==> src/rtl/dec_pkg.sv <==
// Shared types and helpers for the scanning one-hot decoder.
package dec_pkg;

   typedef enum logic [1:0] {
      IDLE   = 2'd0,
      DIRECT = 2'd1,
      SCAN   = 2'd2
   } state_t;

   localparam logic MODE_DIRECT = 1'b0;
   localparam logic MODE_SCAN   = 1'b1;

   // Full-width decode; callers size-cast the result down to 2^N bits.
   function automatic logic [63:0] decode(input logic [5:0] index, input logic active_low);
      logic [63:0] d;
      d = 64'd1 << index;
      return active_low ? ~d : d;
   endfunction

endpackage

==> src/rtl/dec_dwell_cnt.sv <==
// Dwell timer for scan mode: counts 0..DWELL-1 while run is high, tc flags the last count.
module dec_dwell_cnt
   import dec_pkg::*;
#(
   parameter int DWELL = 4
) (
   input  logic clk,
   input  logic rst,
   input  logic clr,
   input  logic run,
   output logic tc
);

   localparam int W = (DWELL > 1) ? $clog2(DWELL) : 1;
   localparam logic [W-1:0] LAST = W'(DWELL - 1);

   logic [W-1:0] cnt_reg;

   assign tc = run && (cnt_reg == LAST);

   always_ff @(posedge clk) begin
      if (rst || clr) begin
         cnt_reg <= '0;
      end else if (run) begin
         if (cnt_reg == LAST)
            cnt_reg <= '0;
         else
            cnt_reg <= cnt_reg + W'(1);
      end
   end

endmodule

==> src/rtl/decoder_scan_seq.sv <==
// Registered N-to-2^N decoder with enable, polarity and autonomous scan mode.
// Define DEC_BLANK_EN to insert one inactive cycle between scan positions.
module decoder_scan_seq
   import dec_pkg::*;
#(
   parameter int N          = 2,
   parameter int DWELL      = 4,
   parameter bit ACTIVE_LOW = 1'b0
) (
   input  logic                clk,
   input  logic                rst,
   input  logic                en,
   input  logic                mode,
   input  logic [N-1:0]        sel,
   output logic [(1<<N)-1:0]   out,
   output logic [N-1:0]        idx,
   output logic                wrap
);

   localparam int OUTS = 1 << N;
   localparam logic [OUTS-1:0] INACT   = ACTIVE_LOW ? '1 : '0;
   localparam logic [N-1:0]    IDX_MAX = N'(OUTS - 1);

   state_t            state_reg;
   state_t            state_next;
   logic [OUTS-1:0]   out_reg;
   logic [N-1:0]      idx_reg;
   logic [N-1:0]      idx_inc;
   logic              wrap_reg;
   logic              scan_stay;
   logic              cnt_run;
   logic              cnt_tc;

`ifdef DEC_BLANK_EN
   logic              blank_reg;
`endif

   always_comb begin
      state_next = IDLE;
      if (en)
         state_next = (mode == MODE_SCAN) ? SCAN : DIRECT;
   end

   assign idx_inc   = idx_reg + N'(1);
   assign scan_stay = (state_reg == SCAN) && (state_next == SCAN);

   // The timer is frozen during the blank cycle so each index still shows for DWELL cycles.
`ifdef DEC_BLANK_EN
   assign cnt_run = scan_stay && !blank_reg;
`else
   assign cnt_run = scan_stay;
`endif

   dec_dwell_cnt #(
      .DWELL (DWELL)
   ) u_dwell (
      .clk (clk),
      .rst (rst),
      .clr (!scan_stay),
      .run (cnt_run),
      .tc  (cnt_tc)
   );

   always_ff @(posedge clk) begin
      if (rst) begin
         state_reg <= IDLE;
         out_reg   <= INACT;
         idx_reg   <= '0;
         wrap_reg  <= 1'b0;
`ifdef DEC_BLANK_EN
         blank_reg <= 1'b0;
`endif
      end else begin
         state_reg <= state_next;
         wrap_reg  <= 1'b0;
`ifdef DEC_BLANK_EN
         blank_reg <= 1'b0;
`endif
         case (state_next)
            DIRECT: begin
               idx_reg <= sel;
               out_reg <= OUTS'(decode(6'(sel), ACTIVE_LOW));
            end
            SCAN: begin
               if (state_reg != SCAN) begin
                  idx_reg <= '0;
                  out_reg <= OUTS'(decode(6'd0, ACTIVE_LOW));
               end else begin
`ifdef DEC_BLANK_EN
                  if (blank_reg) begin
                     out_reg <= OUTS'(decode(6'(idx_reg), ACTIVE_LOW));
                  end else if (cnt_tc) begin
                     idx_reg   <= idx_inc;
                     out_reg   <= INACT;
                     blank_reg <= 1'b1;
                     wrap_reg  <= (idx_reg == IDX_MAX);
                  end
`else
                  if (cnt_tc) begin
                     idx_reg  <= idx_inc;
                     out_reg  <= OUTS'(decode(6'(idx_inc), ACTIVE_LOW));
                     wrap_reg <= (idx_reg == IDX_MAX);
                  end
`endif
               end
            end
            default: begin
               idx_reg <= '0;
               out_reg <= INACT;
            end
         endcase
      end
   end

   assign out  = out_reg;
   assign idx  = idx_reg;
   assign wrap = wrap_reg;

endmodule

==> config.mk <==
export PLATFORM = sky130hd
export DESIGN_NAME = decoder_scan_seq
export DESIGN_NICKNAME = d
export VERILOG_FILES = /design/src/rtl/dec_pkg.sv /design/src/rtl/dec_dwell_cnt.sv /design/src/rtl/decoder_scan_seq.sv
export SDC_FILE = /design/constraint.sdc
export NUM_CORES = 1
export LEC_CHECK = 0
export CORE_AREA = 2 2 39 41
export DETAILED_ROUTE_END_ITERATION = 12
export DIE_AREA = 0 0 41 43
export GPL_TIMING_DRIVEN = 0
export HOLD_SLACK_MARGIN = 0.06
export PLACE_DENSITY_LB_ADDON = 0.05
export SETUP_SLACK_MARGIN = 0.1
export SKIP_CTS_REPAIR_TIMING = 1
export SYNTH_ARGS = -nofsm -noshare
export SYNTH_HDL_FRONTEND = slang
export SYNTH_SLANG_ARGS = --single-unit
==> constraint.sdc <==
create_clock -name clk -period 1.7 [get_ports clk]
set_clock_uncertainty 0.15 [all_clocks]
set_input_delay 0.34 -clock clk [delete_from_list [all_inputs] [get_ports clk]]
set_output_delay 0.34 -clock clk [all_outputs]
set_load 0.01 [all_outputs]
==> results.yml <==
timing:
  relSlewSlack_pct: 74.90
  slew_viol_final: 0
  holdWs_ps: 273.3
  fin_ws_ps: 167.8
  worst_pin_slew_ps: 373.7
  min_period_over_period_pct: 90.13
  final.setup.tns_ps: 0
  rsz0062_at_grt: "no"
  fmax_mhz: 652.7
  min_period_ps: 1532
  setup_viol: 0
  hold_viol_final: 0
setup_path:
  cp_max_fo: 7
  worstPathRequired_ps: 1740
  cpPeakStageDelay_ps: 530
  cp-start-kind: "input pin"
  cp_top_family: "buffers and inverters"
  cp-end-kind: "flip-flop"
  slowest_stage: "clkdlybuf4s50_1"
  crit_chain: "clkdlybuf4s50_1 > nand2b_1 > o32a_1 > a211oi_2"
  cp.arrival_ps: 1570
  critPathKind: "input pin to flip-flop"
  crit_buf_inv: 1
cells_and_area:
  final_util_pct: 54.43
  antenna_cells: 0
  layout-drive-gt1-share_pct: 14.93
  nets: 80
  syn_to_final_growth_pct: 33.78
  fin_cells: 83
  largest_register_ffs: 4
  fillers: 137
  fin_area_um2: 753.2
die:
  io_pins: 13
  start_util_pct: 40.69
  die_area_mm2: 0.001763
  coreArea_mm2: 0.001384
  die_y_um: 43
  die_w_um: 41
  num_rows: 14
logic_synthesis:
  synthDistinctLibCells: 20
  synth_ff_type: "dfxtp_1"
  yosys_warnings: 0
  yosysTopAreaCellShare_pct: 39.11
  yosys-top-cells-area: "dfxtp_1 (39%), ha_1 (13%), o2bb2ai_1 (7.8%), o311ai_4 (4.7%), a32oi_1 (4.7%)"
  synth_seq_cells: 11
  synth_common_cells: "dfxtp_1 (11), ha_1 (6), inv_1 (6), o2bb2ai_1 (5)"
  syn_avg_cell_area_um2: 11.04
  synth_nets: 63
  ys_seq_area_share_pct: 39.11
  netlist.top_cell.by_area: "dfxtp_1"
  syn_area_um2: 563.0
  yosysMostFrequentCell: "dfxtp_1"
  synthesis.instances: 51
  synth_edf_count: 0
  ys_async_sr_fraction_pct: 0
place:
  portBuffers: 12
  placed_cells: 79
  placed_area_um2: 703.2
  gp_congestion: 0.6902
  dp_hpwl_um: 848.4
  pre_cts_slack_ps: -157.1
drt:
  drc: 0
  drtIter0Drc: 10
  drtAntennaViolNets: 0
  dr.pass1.iters: 3
  via_per_inst: 5.313
  drt-met1-wl_um: 534
  routed.top_layer: "met4"
  wl_met2_um: 490
  num_vias: 441
  routed_wl_um: 1111
  wl_per_cell_um: 13.39
  route.met3.wl_um: 52
clocking:
  cts.sinks: 11
  clk_pin_slew_ps: 60
  clock-root-buffer: "clkbuf_4"
  cts_buffers: 3
  cts_max_level: 1
  insertion_delay_ps: 260
  cts_tree: "built"
  clockBufferDepth: 2
power_and_ir_drop:
  power.density_mw_per_mm2: 662.0
  ir_drop_mv: 0.4976
  leakagePower_nw: 0.4044
  p_total_mw: 0.4987
global_route:
  grtUsageTotal_pct: 15.45
  grt-ovfl-total: 0
  grt_start_max_net_pins: 8
  grt_pass1_vias: 408
  grt_antenna_before_repair: 0
  grt_pass1_wl_um: 1766
worst_hold_path:
  hp-class: "flip-flop to flip-flop"
outcome:
  status: "finished clean"
flow_run:
  cap_viol_max_count: 0
## path summary, 6_finish.rpt
kind / to / from / slack [ps] / depth (start not counted)
setup reg to reg: u_dwell.cnt_reg[0] / u_dwell.cnt_reg[0] / 250 / 3
hold reg to reg: u_dwell.cnt_reg[0] / u_dwell.cnt_reg[0] / 270 / 1
setup / recovery: out[0] / mode / 170 / 4
hold / removal: u_dwell.cnt_reg[0] / u_dwell.cnt_reg[0] / 270 / 1
## cells in the final DEF, fill, tap and decap left out
master,count
nor4bb_1,2
nor2_1,3
inv_1,6
and4b_2,1
clkdlybuf4s50_1,5
and4_1,1
o32a_1,1
and3_1,1
dfxtp_2,1
a32oi_1,3
o2bb2ai_1,5
clkbuf_1,1
o311ai_4,1
nand2b_1,2
nor4_4,1
nor2b_1,2
a211oi_2,1
dlymetal6s2s_1,7
nand2_1,1
a2bb2oi_1,1
dfxtp_4,1
clkbuf_4,3
nand2_2,1
ha_1,6
a21oi_1,1
dfxtp_1,9
## kinds of logic after synthesis
logic type	after synthesis	synth area share [%]
and+or+nand+nor	15	20.00
adders and majority gates	6	13.33
DFF	11	39.11
AOI/OAI and AO/OA	13	23.56
buffers and inverters	6	4.000
## power by group
| part | switching, mW | internal [mW] | leakage, nW |
|---|---|---|---|
| combinational | 0.0315 | 0.0301 | 0.299 |
| sequential | 0.00530 | 0.263 | 0.0905 |
| clock | 0.0785 | 0.0907 | 0.0150 |
| total | 0.115 | 0.383 | 0.404 |
## per-layer routing
| layer | track usage [%] | up-vias |
|---|---|---|
| li1 | - | 226 |
| met1 | 20.98 | 201 |
| met2 | 20.31 | 9 |
| met3 | 3.141 | 5 |
| met4 | 12.00 | 0 |
| met5 | 0 | - |
## layout make-up
type	count	area, µm²	share of cell area (%)
clock buffer	4	26.28	3.488
inverter	6	22.52	2.990
multi-input combinational	34	321.6	42.69
sequential	11	225.2	29.90
tap	16	20.02	2.658
timing repair buffer	12	137.6	18.27
## worst register-to-register path: stages, from the launching register on
cell and delay [ps]:
dfxtp_1 310, ha_1 300, nor4_4 450, nor2b_1 180
(Power assumes the default switching activity.)
